### src/rtl/lcd_bus_responder.sv
// lcd_bus_responder
//   Receiving end of an 8-bit character-LCD write bus. Each falling edge of the
//   enable line is decoded as an HD44780-subset command (rs=0) or a character
//   write (rs=1) into a 2x16 shadow DDRAM. Cursor, entry mode and display flags
//   are tracked so the block can serve as a display model / scoreboard.
//
// Ports
//   fpga_clk_i     in   clock, all logic on posedge
//   fpga_reset_i   in   asynchronous active-low reset
//   lcd_data_i     in   [7:0] bus data byte
//   lcd_rs_i       in   0 = command, 1 = character data
//   lcd_en_i       in   enable; a registered 1->0 transition is a write strobe
//   rd_addr_i      in   [4:0] {line, col} shadow-DDRAM read address
//   rd_char_o      out  [7:0] DDRAM byte at rd_addr_i, one cycle latency
//   valid_o        out  one-cycle pulse per accepted strobe
//   busy_o         out  high while the busy counter is nonzero
//   cursor_o       out  [4:0] current {line, col}
//   display_on_o   out  D bit of the last Display Control
//   two_line_o     out  N bit of the last Function Set
//   drop_err_o     out  sticky, a strobe arrived while busy
module lcd_bus_responder #(
  parameter int CLEAR_CYCLES = 32,
  parameter int CMD_CYCLES   = 2
) (
  input  logic       fpga_clk_i,
  input  logic       fpga_reset_i,
  input  logic [7:0] lcd_data_i,
  input  logic       lcd_rs_i,
  input  logic       lcd_en_i,
  input  logic [4:0] rd_addr_i,
  output logic [7:0] rd_char_o,
  output logic       valid_o,
  output logic       busy_o,
  output logic [4:0] cursor_o,
  output logic       display_on_o,
  output logic       two_line_o,
  output logic       drop_err_o
);

  localparam int MAX_CYCLES = (CLEAR_CYCLES > CMD_CYCLES) ? CLEAR_CYCLES : CMD_CYCLES;
  localparam int CNT_W      = $clog2(MAX_CYCLES + 1);

  logic             r_en_q;
  logic [CNT_W-1:0] r_busy_cnt;
  logic [7:0]       r_ddram [32];
  logic [4:0]       r_cursor;
  logic             r_incr;
  logic             r_display_on;
  logic             r_two_line;
  logic             r_drop_err;
  logic             r_valid;
  logic [7:0]       r_rd_char;

  logic             w_strobe;
  logic             w_idle;
  logic             w_accept;
  logic             w_is_clear;
  logic             w_is_home;
  logic [4:0]       w_cur_entry;
  logic [4:0]       w_cur_shift;

  assign w_strobe = r_en_q & ~lcd_en_i;
  // Counter is checked before its decrement, so a strobe landing on the
  // cycle it is at 1 is still dropped.
  assign w_idle   = (r_busy_cnt == '0);
  assign w_accept = w_strobe & w_idle;

  assign w_is_clear = ~lcd_rs_i & (lcd_data_i == 8'h01);
  assign w_is_home  = ~lcd_rs_i & (lcd_data_i[7:1] == 7'b0000001);

  // Plain 5-bit wrap gives 0x0F->0x10, 0x1F->0x00 and the reverse for decrement.
  assign w_cur_entry = r_incr        ? r_cursor + 5'd1 : r_cursor - 5'd1;
  assign w_cur_shift = lcd_data_i[2] ? r_cursor + 5'd1 : r_cursor - 5'd1;

  always_ff @(posedge fpga_clk_i or negedge fpga_reset_i) begin
    if (!fpga_reset_i) begin
      r_en_q       <= 1'b0;
      r_busy_cnt   <= '0;
      r_cursor     <= 5'd0;
      r_incr       <= 1'b1;
      r_display_on <= 1'b0;
      r_two_line   <= 1'b0;
      r_drop_err   <= 1'b0;
      r_valid      <= 1'b0;
      r_rd_char    <= 8'h00;
      for (int i = 0; i < 32; i++) begin
        r_ddram[i] <= 8'h20;
      end
    end else begin
      r_en_q    <= lcd_en_i;
      r_valid   <= w_accept;
      r_rd_char <= r_ddram[rd_addr_i];

      if (w_strobe && !w_idle) begin
        r_drop_err <= 1'b1;
      end

      if (w_accept) begin
        r_busy_cnt <= (w_is_clear || w_is_home) ? CNT_W'(CLEAR_CYCLES) : CNT_W'(CMD_CYCLES);

        if (lcd_rs_i) begin
          r_ddram[r_cursor] <= lcd_data_i;
          r_cursor          <= w_cur_entry;
        end else if (lcd_data_i[7]) begin
          // a[5:4] are not address bits in a 2x16 map
          r_cursor <= {lcd_data_i[6], lcd_data_i[3:0]};
        end else if (lcd_data_i[6]) begin
          // CGRAM address: busy period only
        end else if (lcd_data_i[5]) begin
          r_two_line <= lcd_data_i[3];
        end else if (lcd_data_i[4]) begin
          // S/C=1 (display shift) does not move the cursor
          if (!lcd_data_i[3]) begin
            r_cursor <= w_cur_shift;
          end
        end else if (lcd_data_i[3]) begin
          r_display_on <= lcd_data_i[2];
        end else if (lcd_data_i[2]) begin
          r_incr <= lcd_data_i[1];
        end else if (lcd_data_i[1]) begin
          r_cursor <= 5'd0;
        end else if (lcd_data_i[0]) begin
          r_cursor <= 5'd0;
          r_incr   <= 1'b1;
          for (int i = 0; i < 32; i++) begin
            r_ddram[i] <= 8'h20;
          end
        end
      end else if (!w_idle) begin
        r_busy_cnt <= r_busy_cnt - CNT_W'(1);
      end
    end
  end

  assign rd_char_o    = r_rd_char;
  assign valid_o      = r_valid;
  assign busy_o       = ~w_idle;
  assign cursor_o     = r_cursor;
  assign display_on_o = r_display_on;
  assign two_line_o   = r_two_line;
  assign drop_err_o   = r_drop_err;

endmodule

### config.mk
export PLATFORM = sky130hd
export DESIGN_NAME = lcd_bus_responder
export DESIGN_NICKNAME = d
export VERILOG_FILES = /design/src/rtl/lcd_bus_responder.sv
export SDC_FILE = /design/constraint.sdc
export NUM_CORES = 1
export LEC_CHECK = 0
export CAP_MARGIN = 20
export CORE_MARGIN = 2
export CORE_UTILIZATION = 66
export CTS_CLUSTER_DIAMETER = 50
export DETAILED_ROUTE_END_ITERATION = 7
export PLACE_DENSITY_LB_ADDON = 0.2
export SLEW_MARGIN = 20
export SYNTH_ARGS = -nofsm -noshare
export SYNTH_HDL_FRONTEND = slang
export SYNTH_SLANG_ARGS = --single-unit
### constraint.sdc
create_clock -name fpga_clk_i -period 4.2 [get_ports fpga_clk_i]
set_input_delay 0.84 -clock fpga_clk_i [delete_from_list [all_inputs] [get_ports fpga_clk_i]]
set_output_delay 0.84 -clock fpga_clk_i [all_outputs]
set_load 0.03 [all_outputs]
Word level (Yosys, flattened, before mapping)

Cells that the tools add are included.
W data, S select, Z words.

Flip-flop bits (word level): 281
Latch bits: 0
Bits in writable memories: 0
Memory bits (read-only): 0
Input bits: 17
Logic and storage cells: 122
Memories kept: 0

Add/sub/neg operators: 3
Multiply operators: 0
Div/mod/pow operators: 0
Magnitude comparators: 3
Equal/unequal tests: 15
Shift-type cells: 0
Multiplexer cells: 33
Bitwise gates (word level): 14
Reductions and logical operators: 13

Operators with widths:

| kind                  | number |
|---|---|
| $mux W256             | 9 |
| $bwmux W256           | 1 |
| $mux W5               | 12 |
| $bmux W8 S5           | 1 |
| $demux W8 S5          | 1 |
| $mux W8               | 3 |
| $mux W6               | 3 |
| $ne A2 B1 Y1 const B  | 9 |
| $reduce_and A9 Y1     | 2 |
| $ge A6 B6 Y1 const B  | 2 |
| $not A5 Y6            | 2 |
| $ne A3 B1 Y1 const B  | 3 |
| $eq A8 B1 Y1 const B  | 1 |
| $not A1 Y1            | 8 |
| $eq A7 B1 Y1 const B  | 1 |
| $reduce_and A7 Y1     | 1 |
| $logic_not A6 Y1      | 1 |
| $lt A6 B1 Y1 const B  | 1 |
| $reduce_and A6 Y1     | 1 |
| $sub A6 B1 Y6 const B | 1 |
| $add A5 B1 Y5 const B | 1 |
| $reduce_and A5 Y1     | 1 |
| $reduce_bool A5 Y1    | 1 |
| $sub A5 B1 Y5 const B | 1 |
| 7 further kinds       | 14 |

Depth between registers and ports, before layout

Depth in word-level cells: 9
Depth in mapped cells: 9
Depth with buffers taken out: 7

Least setup slack after synthesis

OpenSTA, ideal clock, no wires.

Path kind: register -> output
From: register r_busy_cnt[0]
To: output busy_o
Arrival: 1.700 ns
Required time: 3.360 ns
Slack: 1.660 ns
Cell stages (with the launch flop): 7
Cells stage by stage: dfrtp_1 -> inv_1 -> ha_1 -> or4b_1 -> buf_2 -> nor2_1 -> inv_1

Longest elaborated chain between the ends: 2

RTL lines:

| what                   | line | text |
|---|---|---|
| from (decl)            | 44   | `logic [CNT_W-1:0] r_busy_cnt;` |
| from (signal assigned) | 99   | `r_busy_cnt <= (w_is_clear \|\| w_is_home) ? CNT_W'(CLEAR_CYCLES) : CNT_W'(CMD_CYCLES);` |
| from (signal assigned) | 130  | `r_busy_cnt <= r_busy_cnt - CNT_W'(1);` |
| $logic_not A6 Y1       | 65   | `assign w_idle = (r_busy_cnt == '0);` |
| $not A1 Y1             | 137  | `assign busy_o = ~w_idle;` |
| to (decl)              | 33   | `output logic busy_o,` |

Every way passes these cells.

Worst setup path in the final report

Ends and elaborated chain as after synthesis.

==> flow_summary_export.csv <==
group,metric,value,unit
synth,ys_warn_count,0,
critical_path,critPathTopFamily,"simple AND/OR/NAND/NOR gates",
layout,antenna_cells,0,
power_and_ir_drop,power.density,450,nW/um^2
power_and_ir_drop,finalPower,6.52,mW
routing,routed-via-count,9481,
synth,synthCells,1051,
run,drv_cap,0,
cts,post_cts_buffers,0,
cts,clk_pin_slew,60,ps
synth,synth-compound-area-share,20.9,%
placed_design,place_congestion,0.962,
layout,instances_no_fill,1349,
routing,post_drt_wl_per_cell,24.6,um
sta,setup_tns,0,ps
power_and_ir_drop,irDropWorstVdd,0.402,mV
cts,cts-resized-gates,0,
synth,syn_area,12800,um^2
cts,cts_tree,"yes",
cts,clk_latency,550,ps
placed_design,place_ws,746,ps
layout,final_nets,1083,
sta,setup_ws,421,ps
sta,drv_slew,0,
layout,final_cell_area,14500,um^2
placed_design,dp_cells,1292,
critical_path,r2r_end,"r_ddram[98]$_DFFE_PN0P_",
floorplanning,num_rows,51,
routing,routed_wl,33200,um
cts,cts.sink_count,281,
synth,async_flop_share,100,%
critical_path,crit_type,"flip-flop to output port",
routing,drtIter0Drc,1068,
cts,numCtsBuffers,31,
critical_path,r2r_cells,7,
critical_path,worstPathArrival,2940,ps
routing,drt-pass1-iter-count,6,
global_routing,track_usage,33.7,%
sta,setup_viol,0,
critical_path,r2r_start,"r_busy_cnt[0]$_DFFE_PN0P_",
global_routing,grt_pass1_vias,9452,
synth,muxShareOfSynthArea,11.5,%
global_routing,antenna_found_initial,0,
placed_design,io_buffers,34,
status,status,"finished clean",
sta,whs,277,ps
synth,yosysUniqueCellTypes,46,
critical_path,critPathMaxFanout,9,
synth,syn_nets,1074,
synth,syn-mean-instance-area,12.2,um^2
sta,rsz0062_at_grt,"no",
cts,clockBufferDepth,3,
cts,htreeDepth,1,
sta,layout_min_cycle_time,3780,ps
critical_path,cp_cell_sequence,"inv_1 > ha_1 > or4b_1 > nor2_1 > inv_1 > clkdlybuf4s50_1",
critical_path,slowest_delay,610,ps
floorplanning,die_y,143,um
critical_path,r2r_slack,1250,ps
sta,slew_headroom,38.5,%
critical_path,crit_path_frequent_cell,"inv_1",
sta,finClkSkew,11.8,ps
routing,drcViolationCount,0,
layout,fill_cells,1234,
floorplanning,io_pins,35,
sta,fin_crit_sh,90.0,%
floorplanning,die_width,143,um
synth,synth_edf_count,0,
critical_path,slowest_stage,"or4b_1",
sta,worstMarginPinSlew,922,ps
synth,synthSimpleGateAreaFrac,8.94,%
routing,ant_nets,0,
min_path,min_path_type,"primary input to asynchronous set/reset pin",
cts,cts-root-buf,"clkbuf_16",
placed_design,hpwl,21200,um
synth,ys.flop_type,"dfrtp_1",
routing,via_per_inst,7.03,
synth,synth-adder-area-share,0.585,%
layout,drive_above_1_share,17.4,%
global_routing,overflow,0,
floorplanning,dieArea,20600,um^2
placed_design,placed_area,13400,um^2
cts,ctsHoldBuffers,0,
critical_path,cp.required,3360,ps
layout,final_util,75.3,%
critical_path,cp-end-kind,"output port",
sta,max_clock_freq,265,MHz
power_and_ir_drop,p_leak,5.97,nW
synth,synth_seq_cells,281,
synth,synth_top_family_by_area,"compound AO/OA/AOI/OAI gates",
synth,ys_seq_area_share,55.1,%
critical_path,crit_buf_inv,3,
synth,synth_xor_xnor_area_share,0.273,%
layout,synthToLayoutAreaGrowth,13.0,%
floorplanning,core,19300,um^2
sta,final-hold-violation-count,0,
critical_path,startpoint_type,"flip-flop",
global_routing,grt_pass1_wl,53500,um
floorplanning,start_util,66.6,%
global_routing,grt_start_max_net_pins,92,
area by class of cell:
class                           instances  area [um^2]  area share (%)
Sequential cell                       281         7070            48.8
Clock inverter                         20          267            1.84
Tap cell                              265          332            2.29
Clock buffer                           37          828            5.71
Timing Repair Buffer                   57          556            3.83
Multi-Input combinational cell        680         5420            37.3
Inverter                                9         33.8           0.233
power breakdown:
part	leakage (nW)	switching, mW	internal [mW]
Clock	0.533	1.14	1.73
Sequential	3.75	0.0916	2.81
Combinational	1.68	0.485	0.273
synthesized netlist by cell type, drive strengths merged (2+ instances only):
master | n | area share (%)
nor3 | 7 | 0.40
and3 | 2 | 0.097
nand2 | 95 | 2.8
or4b | 2 | 0.16
o2bb2ai | 224 | 15
nor2 | 80 | 2.3
o22ai | 32 | 1.6
nor4 | 11 | 0.54
nand3b | 3 | 0.18
nand2b | 5 | 0.24
nand3 | 25 | 0.97
inv | 9 | 0.26
a22oi | 2 | 0.12
dfstp | 33 | 6.8
buf | 19 | 0.69
or3b | 3 | 0.20
xor2 | 2 | 0.14
and2 | 3 | 0.15
a21oi | 68 | 2.7
nand4b | 2 | 0.14
mux2 | 3 | 0.26
or3 | 2 | 0.097
dfrtp | 248 | 48
a221oi | 2 | 0.14
ha | 6 | 0.58
xnor2 | 2 | 0.14
o211ai | 2 | 0.12
clkbuf | 62 | 1.8
nor2b | 11 | 0.54
mux4 | 64 | 11
o21ai | 12 | 0.47
kinds of logic (layout without fill, tap and decap cells):
group	after synthesis	count (layout)
AND/OR/NAND/NOR	253	253
multiplexers	67	67
flip-flops	281	281
AO/OA/AOI/OAI	350	350
adder cells (fa/ha/maj)	6	6
buffers and inverters	90	123
XOR/XNOR	4	4
worst max path at each step:
stage / start / end / slack [ps] / cells past startpoint
final: r_busy_cnt[0]$_DFFE_PN0P_ / busy_o / 420 / 6
after global routing: r_busy_cnt[0]$_DFFE_PN0P_ / busy_o / 290 / 6
after CTS: r_busy_cnt[0]$_DFFE_PN0P_ / busy_o / 410 / 6
after detailed placement: lcd_data_i[3] / r_ddram[70]$_DFFE_PN0P_ / 750 / 7
after global placement: lcd_en_i / r_ddram[106]$_DFFE_PN0P_ / 810 / 6
after floorplan: r_busy_cnt[0]$_DFFE_PN0P_ / busy_o / 1660 / 6
sequential cells by signal, indices dropped and copies added, names as in the netlist:
register and cells:
display_on_o 1, two_line_o 1, r_busy_cnt 6, drop_err_o 1, rd_char_o 8, valid_o 1
r_en_q 1, cursor_o 5, r_incr 1, r_ddram 256
cell usage in the layout, fill, tap and decap left out, drive strengths merged, types with 5 or more instances in the layout:
cell,Yosys,layout
nor3,7,7
a21oi,68,68
dfrtp,248,248
ha,6,6
clkdlybuf4s50,0,30
nand2,95,95
o2bb2ai,224,224
nand3,25,25
inv,9,11
clkbuf,62,37
dfstp,33,33
nor2b,11,11
bufinv,0,5
mux4,64,64
o22ai,32,32
o21ai,12,12
buf,19,27
nor4,11,11
nand2b,5,5
clkinv,0,11
nor2,80,80
per-layer routing:
layer	up-vias	global-route usage, %	part of all wire (%)
met1	4812	49.4	41
met2	502	52.1	47
li1	4085	-	-
met3	82	5.96	8.3
met5	-	0	0
met4	0	11.0	3.5
No activity file was read; power rests on OpenSTA's default activity.
